===== src/rtl/max7219_sequencer.sv =====
// MAX7219 frame sequencer: five-frame configuration after reset, then six digit
// writes per refresh. Frames go to the SPI engine over a valid/ready handshake.
module max7219_sequencer #(
    parameter logic [3:0] INTENSITY  = 4'h8,
    parameter logic [2:0] SCAN_LIMIT = 3'd5
) (
    input  logic        clk,
    input  logic        res,
    input  logic        ena,
    input  logic        refresh,
    input  logic [2:0]  min_X0,
    input  logic [3:0]  min_0X,
    input  logic [2:0]  sec_X0,
    input  logic [3:0]  sec_0X,
    input  logic [3:0]  ces_X0,
    input  logic [3:0]  ces_0X,
    output logic [15:0] frame,
    output logic        frame_valid,
    input  logic        frame_ready,
    output logic        busy,
    output logic        init_done
);

    typedef enum logic [1:0] {StInit, StIdle, StUpdate} state_e;

    localparam logic [2:0] InitLast   = 3'd4;
    localparam logic [2:0] UpdateLast = 3'd5;

    state_e      state;
    logic [2:0]  index;
    logic        pending;
    logic [23:0] snap;

    logic [23:0] live;
    logic        accept;
    logic        last;
    logic        req;
    logic        serve;

    // Digit nibbles packed in frame order: index i lives at bits [4i+3:4i].
    assign live = {1'b0, min_X0, min_0X, 1'b0, sec_X0, sec_0X, ces_X0, ces_0X};

    assign accept = frame_valid && frame_ready;
    assign last   = accept && (((state == StInit) && (index == InitLast)) ||
                               ((state == StUpdate) && (index == UpdateLast)));
    assign req    = refresh && ena;
    // A request arriving on the final acceptance is served like a stored one.
    assign serve  = pending || req;

    function automatic logic [15:0] init_frame(input logic [2:0] idx);
        logic [15:0] f;
        case (idx)
            3'd0:    f = 16'h0F00;
            3'd1:    f = 16'h09FF;
            3'd2:    f = {8'h0A, 4'h0, INTENSITY};
            3'd3:    f = {8'h0B, 5'b00000, SCAN_LIMIT};
            default: f = 16'h0C01;
        endcase
        return f;
    endfunction

    function automatic logic [15:0] upd_frame(input logic [2:0] idx, input logic [23:0] d);
        logic [3:0] addr;
        logic [3:0] digit;
        logic       dp;
        addr  = {1'b0, idx} + 4'd1;
        digit = d[{idx, 2'b00} +: 4];
        dp    = (idx == 3'd2) || (idx == 3'd4);
        return {4'h0, addr, dp, 3'b000, digit};
    endfunction

    always_ff @(posedge clk) begin
        if (res) begin
            state       <= StInit;
            index       <= 3'd0;
            pending     <= 1'b0;
            snap        <= 24'h0;
            frame       <= 16'h0000;
            frame_valid <= 1'b0;
            busy        <= 1'b1;
            init_done   <= 1'b0;
        end else if (last) begin
            if (state == StInit) begin
                init_done <= 1'b1;
            end
            if (serve) begin
                pending <= 1'b0;
                snap    <= live;
                state   <= StUpdate;
                index   <= 3'd0;
                frame   <= upd_frame(3'd0, live);
            end else begin
                state       <= StIdle;
                index       <= 3'd0;
                frame_valid <= 1'b0;
                busy        <= 1'b0;
            end
        end else begin
            if (req && (state != StIdle)) begin
                pending <= 1'b1;
            end
            unique case (state)
                StInit: begin
                    if (!frame_valid) begin
                        frame       <= init_frame(index);
                        frame_valid <= 1'b1;
                    end else if (accept) begin
                        index <= index + 3'd1;
                        frame <= init_frame(index + 3'd1);
                    end
                end
                StIdle: begin
                    if (req) begin
                        snap        <= live;
                        state       <= StUpdate;
                        index       <= 3'd0;
                        frame       <= upd_frame(3'd0, live);
                        frame_valid <= 1'b1;
                        busy        <= 1'b1;
                    end
                end
                StUpdate: begin
                    if (accept) begin
                        index <= index + 3'd1;
                        frame <= upd_frame(index + 3'd1, snap);
                    end
                end
                default: ;
            endcase
        end
    end

    a_hold_stable: assert property (@(posedge clk) disable iff (res)
        (frame_valid && !frame_ready) |=> (frame_valid && $stable(frame)));

    a_busy_state: assert property (@(posedge clk) disable iff (res)
        busy == (state != StIdle));

endmodule


===== config.mk =====
export PLATFORM = sky130hd
export DESIGN_NAME = max7219_sequencer
export DESIGN_NICKNAME = d
export VERILOG_FILES = /design/src/rtl/max7219_sequencer.sv
export SDC_FILE = /design/constraint.sdc
export NUM_CORES = 1
export LEC_CHECK = 0
export CAP_MARGIN = 20
export CORE_MARGIN = 1
export CORE_UTILIZATION = 40
export CTS_BUF_LIST = sky130_fd_sc_hd__clkbuf_4
export DETAILED_ROUTE_END_ITERATION = 10
export PLACE_DENSITY = 0.7
export SYNTH_ARGS = -nofsm -noshare
export SYNTH_HDL_FRONTEND = slang
export SYNTH_SLANG_ARGS = --single-unit

===== constraint.sdc =====
create_clock -name clk -period 4.5 [get_ports clk]
set_input_delay 0.9 -clock clk [delete_from_list [all_inputs] [get_ports clk]]
set_output_delay 0.9 -clock clk [all_outputs]
set_load 0.005 [all_outputs]

==> results.toml, run 1 <==
[synthesis]
ys_seq_elements = 41
ys.flop_type = "dfxtp_1"
yosys.area_share.xor_xnor = 0.00371
synth-edff-count = 0
syn_inst = 258
yosysTopAreaCellShare = 0.347
yosysTopAreaCell = "dfxtp_1"
synth_compound_area_frac = 0.205
syn_area_sq_um = 2360
ys_seq_area_frac = 0.347
ys_types = 56
synthMuxAreaShare = 0.142
synth-simple-area-share = 0.151
yosysWarnings = 0
synth_top_family_by_area = "compound AO/OA/AOI/OAI gates"
ys_top_cells_by_area = "dfxtp_1 35%, mux2i_1 12%, nor2_1 7.1%, ha_1 6.4%, buf_4 2.2%"
async_flop_share = 0
synthAdderAreaFrac = 0.0635
synth_area_per_cell_sq_um = 9.16

[power]
ir_drop_v = 0.000129
switching_share = 0.248
p_comb_frac = 0.159
p_leak_uw = 0.00100
seq_power_share = 0.511
clock_power_share = 0.330
power_density_nw_per_um2 = 269
power_uw = 753
p_int_uw = 566
power_switching_uw = 187

[floorplan]
dieArea_sq_um = 6220
placement_rows = 27
die_w_um = 78.9
ioPinCount = 46
core_sq_um = 5610
dieHeight_um = 78.9
initial_core_util = 0.421

[critical_path]
crit_path_start_kind = "flop"
critPathMaxFanout = 18
r2r_end = "frame[3]$_SDFFE_PP0P_"
end_kind = "flop"
required_ns = 4.74
worst-endpoint-arrival_ns = 3.28
path_class = "reg -> reg"
regToRegStartpoint = "index[0]$_SDFFE_PP0P_"
rrSetupSlack_ns = 1.45
r2r_cells = 7

[global_routing]
gr-total-overflow = 0
grt_pass1_vias = 1801
grt_antenna_before_repair = 0
grt_max_degree = 36
grt.total_usage = 0.181
grt_first_pass_wirelength_um = 8710

[sta]
rsz0062_at_grt = "no"
drv_slew = 0
fmaxAchievable_mhz = 328
setup_viol_count_final = 0
final-hold-violation-count = 0
setup_tns_ns = 0
skew_ns = 0.00722
post-route-period-util = 0.677
worstMarginPinSlew_ns = 0.926
fin_crit_ns = 3.05
slew_headroom = 0.381

[clock_tree]
hold_buffers = 0
path_clk_slew_ns = 0.12
htreeDepth = 2
clock-root-buffer = "clkbuf_4"
post_cts_buffers = 0
clockBufferDepth = 2
clk_latency_ns = 0.36
cts_resized = 0
cts_buffers = 5
cts_tree = "built"
cts_sinks = 41

[finish]
layout_common_cells = "45 x nor2_1, 41 x dfxtp_1, 41 x clkdlybuf4s50_1"
final_common_cell = "nor2_1"
fin_area_sq_um = 2800
final_net_count = 327
stdcell_count = 361
utilization = 0.499
synthToLayoutAreaGrowth_pct = 18.4
n_antenna_cell = 0
drive_gt1_frac = 0.0796

[routing]
ant_nets = 0
totalWireLength_um = 5150
first_iter_violations = 131
drc = 0
via_per_inst = 5.44
drt_pass1_iterations = 4
vias = 1965
wl_per_cell_um = 14.3

[hold_path]
min_to = "frame[7]$_SDFFE_PP0P_"
hold_path_class = "reg -> reg"
min_from = "frame[7]$_SDFFE_PP0P_"
min_path_cells = 2

[place]
place_area_sq_um = 2720
port_buffers = 41
hpwl_um = 3760
dp.cells = 353
gp_congestion = 0.866

[run]
maxCapViolations = 0

[status]
outcome = "finished clean"
[how the worst max path moves through the flow]
stage / to / from / cells after the start
final: frame[3]$_SDFFE_PP0P_ / index[0]$_SDFFE_PP0P_ / 7
after floorplan: frame[1]$_SDFFE_PP0P_ / index[0]$_SDFFE_PP0P_ / 9
after global routing: frame[0]$_SDFFE_PP0P_ / index[0]$_SDFFE_PP0P_ / 7
after detailed placement: snap[18]$_SDFFE_PP0P_ / frame_ready / 6
after global placement: snap[1]$_SDFFE_PP0P_ / frame_ready / 6
after CTS: frame[3]$_SDFFE_PP0P_ / index[0]$_SDFFE_PP0P_ / 7
[synthesized netlist by cell type, types with 2 or more instances]
library cell and number:
and3_1 2, o32ai_1 2, mux2_2 4, buf_4 7
o21ai_0 7, mux2i_1 28, a32oi_1 3, a221oi_1 2
o211ai_1 2, nor3_1 5, nand3_1 4, inv_1 9
nand3b_1 3, a311oi_1 3, a31oi_1 4, nand2b_1 2
dfxtp_1 41, o22ai_1 4, nand2_1 9, buf_12 2
buf_2 3, a21oi_1 6, o221ai_1 2, o31ai_1 4
buf_6 3, nor2_1 45, clkbuf_1 7, a211oi_1 3
a22o_1 4, ha_1 12
[registers in the layout (all words and copies together) (netlist names)]
| signal | flops |
|---|---|
| snap | 22 |
| frame | 10 |
| index | 3 |
| state | 2 |
| busy | 1 |
| frame_valid | 1 |
| init_done | 1 |
| pending | 1 |
[logic make-up after synthesis]
| group | Yosys count |
|---|---|
| XOR/XNOR | 1 |
| buffers and inverters | 31 |
| AND/OR/NAND/NOR | 77 |
| other | 1 |
| flip-flops | 41 |
| adder cells (fa/ha/maj) | 12 |
| multiplexers | 33 |
| AO/OA/AOI/OAI | 62 |
[power groups by stage]
stage / Sequential [uW] / Clock [uW] / Combinational [uW]
after floorplan: 390 / 0 / 70.8
after global placement: 393 / 0 / 119
after detailed placement: 393 / 0 / 120
after CTS: 385 / 256 / 120
after global routing: 387 / 275 / 131
final: 385 / 249 / 120
[layer usage]
| metal | share of wire | track usage | up-vias |
|---|---|---|---|
| li1 | - | - | 987 |
| met1 | 0.48 | 0.247 | 900 |
| met4 | 0.023 | 0.0800 | 0 |
| met2 | 0.45 | 0.275 | 66 |
| met5 | 0 | 0 | - |
| met3 | 0.050 | 0.0356 | 12 |
[cell type report]
cell class | count | area (sq um)
clock buffer | 6 | 45.0
fill | 561 | 2810
inverter | 9 | 33.8
sequential | 41 | 821
clock inverter | 2 | 38.8
multi-input combinational | 189 | 1350
timing repair buffer | 42 | 418
tap | 72 | 90.1
[critical path: stages (launching register included)]
cell and delay [ns]:
dfxtp_1 0.76, inv_1 0.29, ha_1 0.68, mux2_2 0.39
a221oi_1 0.31, o32ai_1 0.16, a22oi_1 0.24, a211oi_1 0.10
[metrics by stage]
stage | hold slack (ns) | setup WS (ns)
after global routing | 0.511 | 1.28
after global placement | 0.460 | 1.43
after floorplan | 0.453 | 2.24
after CTS | 0.479 | 1.47
final | 0.480 | 1.45
after detailed placement | 0.462 | 1.40
No activity file was read; power rests on OpenSTA's default activity.
==> run 2: changes to the inputs <==
==> constraint.sdc (replaced) <==
create_clock -name clk -period 2.9 [get_ports clk]
set_input_delay 0.58 -clock clk [delete_from_list [all_inputs] [get_ports clk]]
set_output_delay 0.58 -clock clk [all_outputs]
set_load 0.005 [all_outputs]
==> run 2 against run 1 <==
Critical path depth up 1. Register-to-register slack worse by 1.0 ns. Die area stayed put. Sequential power up 54%. Routed wire length grew 4.6%. Utilization up 0.45 points. Global-route usage is 0.056 points higher. Clock power up 51%. Critical path type unchanged. Largest cell class unchanged. Largest power group unchanged. Highest routed layer unchanged.
==> results.toml, run 2 (synthesis results as in run 1) <==
[status]
outcome = "finished clean"

[finish]
drive_gt1_frac = 0.0887
regArea_sq_um = 821
synthToLayoutAreaGrowth_pct = 19.5
final_net_count = 331
regMostFlops = "snap"
n_fill_cell = 547
fin_area_sq_um = 2820
multi_input_area_sq_um = 1350
largest_register_ffs = 22
reg.largest.list = "snap: 22 flops, frame: 10 flops, index: 3 flops"
layout_common_cells = "45 x nor2_1, 41 x dfxtp_1, 41 x clkdlybuf4s50_1"
n_antenna_cell = 0
final_common_cell = "nor2_1"

[clock_tree]
htreeDepth = 2
post_cts_buffers = 0
cts_resized = 0
cts_buffers = 5
path_clk_slew_ns = 0.14
clk_latency_ns = 0.36
clockBufferDepth = 2
clock-root-buffer = "clkbuf_4"
hold_buffers = 0
cts_sinks = 41
cts_tree = "built"

[routing]
drt_pass1_iterations = 4
vias = 1998
wl_per_cell_um = 14.8
drc = 0
ant_nets = 0
totalWireLength_um = 5390
first_iter_violations = 210
via_per_inst = 5.47

[power]
ir_drop_v = 0.000223
switching_share = 0.254
p_int_uw = 867
clock_power_share = 0.323
power_density_nw_per_um2 = 411
seq_power_share = 0.511
power_switching_uw = 295
p_leak_uw = 0.00102
p_comb_frac = 0.166

[critical_path]
r2r_cells = 8
crit_slowest_cell = "ha_1"
crit_top_cell = "ha_1"
required_ns = 3.15
crit_chain = "buf_4 -> ha_1 -> ha_1 -> nor2_1 -> and3_1 -> a2111oi_0 -> a211o_1 -> a311oi_1"
crit_path_start_kind = "flop"
critPathMaxFanout = 14
rrSetupSlack_ns = 0.46
regToRegStartpoint = "index[0]$_SDFFE_PP0P_"
path_depth = 8
end_kind = "flop"
startpoint = "index[0]$_SDFFE_PP0P_"
path_class = "reg -> reg"
critPathCapture = "frame[0]$_SDFFE_PP0P_"
path_buf_inv = 1
r2r_end = "frame[0]$_SDFFE_PP0P_"
crit_family = "adder cells"
worst-endpoint-arrival_ns = 2.69
max_stage_delay_ns = 0.56

[floorplan]
ioPinCount = 46
die_w_um = 78.9
placement_rows = 27
dieArea_sq_um = 6220
core_sq_um = 5610
dieHeight_um = 78.9
initial_core_util = 0.421

[place]
hpwl_um = 3930
place_area_sq_um = 2750
gp_congestion = 0.849
port_buffers = 41

[sta]
fmaxAchievable_mhz = 409
setup_tns_ns = 0
setup_viol_count_final = 0
drv_slew = 0
skew_ns = 0.0155
worstMarginPinSlew_ns = 0.624
post-route-period-util = 0.843
final-hold-violation-count = 0
fin_crit_ns = 2.44
slew_headroom = 0.584
rsz0062_at_grt = "no"

[global_routing]
grt_max_degree = 35
grt_first_pass_wirelength_um = 8830
gr-total-overflow = 0
grt.total_usage = 0.181
grt_pass1_vias = 1781
grt_antenna_before_repair = 0

[run]
maxCapViolations = 0

[hold_path]
hold_path_class = "reg -> reg"
[run 2: cell count changes in the layout (fill, tap and decap cells not counted)]
cell	change
clkinv_1	+1
buf_4	+4
clkinv_4	-1
clkinvlp_4	+1
clkbuf_4	-1
[run 2: per-stage QoR]
step	total power [uW]	worst slack, ns	cells	hold WS, ns	util
after global routing	1220	0.341	365	0.513	0.504
after global placement	796	0.498	357	0.460	0.490
final	1160	0.456	365	0.483	0.504
after CTS	1170	0.534	365	0.485	0.504
after floorplan	714	0.642	261	0.453	-
after detailed placement	798	0.465	357	0.464	0.490
[run 2: worst min-delay path by stage]
stage,from,to,slack [ns],cells past startpoint
6_report,frame[7]$_SDFFE_PP0P_,frame[7]$_SDFFE_PP0P_,0.48,2
5_1_grt,frame[7]$_SDFFE_PP0P_,frame[7]$_SDFFE_PP0P_,0.51,2
4_1_cts,frame[7]$_SDFFE_PP0P_,frame[7]$_SDFFE_PP0P_,0.48,2
3_5_place_dp,frame[7]$_SDFFE_PP0P_,frame[7]$_SDFFE_PP0P_,0.46,2
3_3_place_gp,frame[10]$_SDFFE_PP0P_,frame[10]$_SDFFE_PP0P_,0.46,1
2_1_floorplan,snap[20]$_SDFFE_PP0P_,snap[20]$_SDFFE_PP0P_,0.45,2
[run 2: final cells by class]
cell class | instances | area share
timing repair buffer | 46 | 0.159
multi-input combinational | 189 | 0.479
tap | 72 | 0.0319
sequential | 41 | 0.291
clock inverter | 3 | 0.0146
clock buffer | 5 | 0.0133
inverter | 9 | 0.0120
[run 2: routing by layer]
metal	up-vias	wire [um]	global-route usage
met5	-	0	0
met4	0	65	0.0564
met3	9	302	0.0356
met2	78	2490	0.290
met1	918	2530	0.246
li1	993	-	-
[run 2: power groups by stage]
| stage | combinational [uW] | clock (uW) | sequential (uW) |
|---|---|---|---|
| 2_1_floorplan | 110 | 0 | 605 |
| 3_3_place_gp | 190 | 0 | 606 |
| 3_5_place_dp | 191 | 0 | 606 |
| 4_1_cts | 192 | 385 | 593 |
| 5_1_grt | 209 | 414 | 596 |
| 6_report | 193 | 375 | 593 |
[run 2: worst reg2reg max path: cells and delay by family, from the launching register on]
family | cells | cell delay [ns]
fa+ha+maj | 2 | 0.76
compound gates | 3 | 0.73
simple gates | 2 | 0.35
flops | 1 | 0.34
buf+inv | 1 | 0.16
==> run 3: changes to the inputs <==
--- a/config.mk
+++ b/config.mk
@@ -10,7 +10,7 @@
 export CORE_UTILIZATION = 40
 export CTS_BUF_LIST = sky130_fd_sc_hd__clkbuf_4
 export DETAILED_ROUTE_END_ITERATION = 10
-export PLACE_DENSITY = 0.7
+export PLACE_DENSITY = 0.73
 export SYNTH_ARGS = -nofsm -noshare
 export SYNTH_HDL_FRONTEND = slang
 export SYNTH_SLANG_ARGS = --single-unit
==> constraint.sdc (replaced) <==
create_clock -name clk -period 2.2 [get_ports clk]
set_input_delay 0.44 -clock clk [delete_from_list [all_inputs] [get_ports clk]]
set_output_delay 0.44 -clock clk [all_outputs]
set_load 0.005 [all_outputs]
==> run 3 against run 2 <==
Worst hold slack better by 0.0083 ns. Sequential power grew 32%. Clock power about the same. Combinational power is 48% higher. Critical path depth shrank 1. Fmax increased by 16%. First-iteration DRC count fell by 20%. Design area rose by 6.9%. Final cell count is 5.5% higher. Largest cell class unchanged.
==> results.toml, run 3 (synthesis results as in run 1) <==
[status]
outcome = "finished clean"

[finish]
n_fill_cell = 530
layout_common_cells = "45 x nor2_1, 41 x clkdlybuf4s50_1, 39 x dfxtp_1"
final_common_cell = "nor2_1"
n_antenna_cell = 0
largest_register_ffs = 22
final_net_count = 351
drive_gt1_frac = 0.182
fin_area_sq_um = 3020
regMostFlops = "snap"
synthToLayoutAreaGrowth_pct = 27.7
stdcell_count = 385
reg.largest.list = "snap: 22 flops, frame: 10 flops, index: 3 flops"

[floorplan]
core_sq_um = 5610
dieHeight_um = 78.9
die_w_um = 78.9
ioPinCount = 46
dieArea_sq_um = 6220
placement_rows = 27
initial_core_util = 0.421

[power]
seq_power_share = 0.542
p_comb_frac = 0.198
ir_drop_v = 0.000424
switching_share = 0.272
power_uw = 1440
p_int_uw = 1050
power_switching_uw = 392
power_density_nw_per_um2 = 477
clock_power_share = 0.260
p_leak_uw = 0.00111

[hold_path]
min_from = "frame[10]$_SDFFE_PP0P_"
min_to = "frame[10]$_SDFFE_PP0P_"
hold_path_class = "reg -> reg"
min_path_cells = 1

[run]
maxCapViolations = 0

[clock_tree]
htreeDepth = 2
clk_latency_ns = 0.34
cts_tree = "built"
cts_buffers = 5
path_clk_slew_ns = 0.13
post_cts_buffers = 0
clockBufferDepth = 2
clock-root-buffer = "clkbuf_4"
cts_sinks = 41
hold_buffers = 0

[routing]
ant_nets = 0
drc = 0
wl_per_cell_um = 14.8
first_iter_violations = 169
totalWireLength_um = 5690
drt_pass1_iterations = 4
vias = 2073
via_per_inst = 5.38

[global_routing]
grt.total_usage = 0.197
grt_max_degree = 23
grt_pass1_vias = 2022
grt_antenna_before_repair = 0
gr-total-overflow = 0
grt_first_pass_wirelength_um = 9560

[sta]
final-hold-violation-count = 0
fin_crit_ns = 2.10
setup_tns_ns = 0
rsz0062_at_grt = "no"
setup_viol_count_final = 0
drv_slew = 0
fmaxAchievable_mhz = 476
post-route-period-util = 0.955
skew_ns = 0.00411

[critical_path]
r2r_cells = 7
end_kind = "flop"
rrSetupSlack_ns = 0.1
path_class = "reg -> reg"
critPathMaxFanout = 6
r2r_end = "frame[3]$_SDFFE_PP0P_"
required_ns = 2.43
crit_path_start_kind = "flop"
regToRegStartpoint = "index[0]$_SDFFE_PP0P_"
worst-endpoint-arrival_ns = 2.33

[place]
dp.cells = 377
gp_congestion = 0.893
hpwl_um = 4230
place_area_sq_um = 2910
port_buffers = 41
## run 3: area by class of cell
type,instances,area [sq um],share of cell area
multi-input cells,189,1410,0.466
flip-flops and latches,41,823,0.273
repair buffers,66,611,0.202
well taps,72,90.1,0.0298
clock buffers,5,37.5,0.0124
inverters,9,33.8,0.0112
clock inverters,3,17.5,0.00580
## run 3: power groups by stage
stage | logic (uW) | clock network [uW] | registers [uW]
2_1_floorplan | 145 | 0 | 797
3_3_place_gp | 276 | 0 | 797
3_5_place_dp | 278 | 0 | 798
4_1_cts | 280 | 389 | 781
5_1_grt | 310 | 424 | 785
6_report | 285 | 375 | 781
## run 3: stage by stage
step	hold WS, ns	utilization	setup WS (ns)
2_1_floorplan	0.453	-	0.0811
3_5_place_dp	0.468	0.519	-0.0278
6_report	0.491	0.538	0.0983
3_3_place_gp	0.461	0.519	0.00606
4_1_cts	0.490	0.529	0.0274
5_1_grt	0.512	0.538	0.0125
## run 3: timing repair
item                                    4_1_cts  5_1_grt
endpoints found under the setup margin        1       13
pin swaps                                     0        1
resized for setup                             1       11
## run 3: routing by layer
| layer | track usage | routed length, um | up-vias |
|---|---|---|---|
| met3 | 0.0322 | 313 | 13 |
| met5 | 0 | 0 | - |
| met1 | 0.256 | 2570 | 949 |
| li1 | - | - | 1033 |
| met4 | 0.0855 | 125 | 0 |
| met2 | 0.320 | 2670 | 78 |
## run 3: critical path, stage by stage (launching register included)
cell,delay (ns)
dfxtp_2,0.39
inv_1,0.07
ha_2,0.39
mux2_2,0.35
a221oi_1,0.32
o32ai_1,0.18
a22oi_1,0.21
a211oi_1,0.10
## run 3: worst max path at each step
stage,startpoint,endpoint,slack (ns),cells past startpoint
final,index[0]$_SDFFE_PP0P_,frame[3]$_SDFFE_PP0P_,0.1,7
after global routing,index[0]$_SDFFE_PP0P_,frame[0]$_SDFFE_PP0P_,0.01,8
after CTS,index[1]$_SDFFE_PP0P_,frame[0]$_SDFFE_PP0P_,0.03,9
after detailed placement,index[1]$_SDFFE_PP0P_,frame[0]$_SDFFE_PP0P_,-0.03,9
after global placement,frame_ready,frame[2]$_SDFFE_PP0P_,0.006,6
after floorplan,index[0]$_SDFFE_PP0P_,frame[1]$_SDFFE_PP0P_,0.08,9
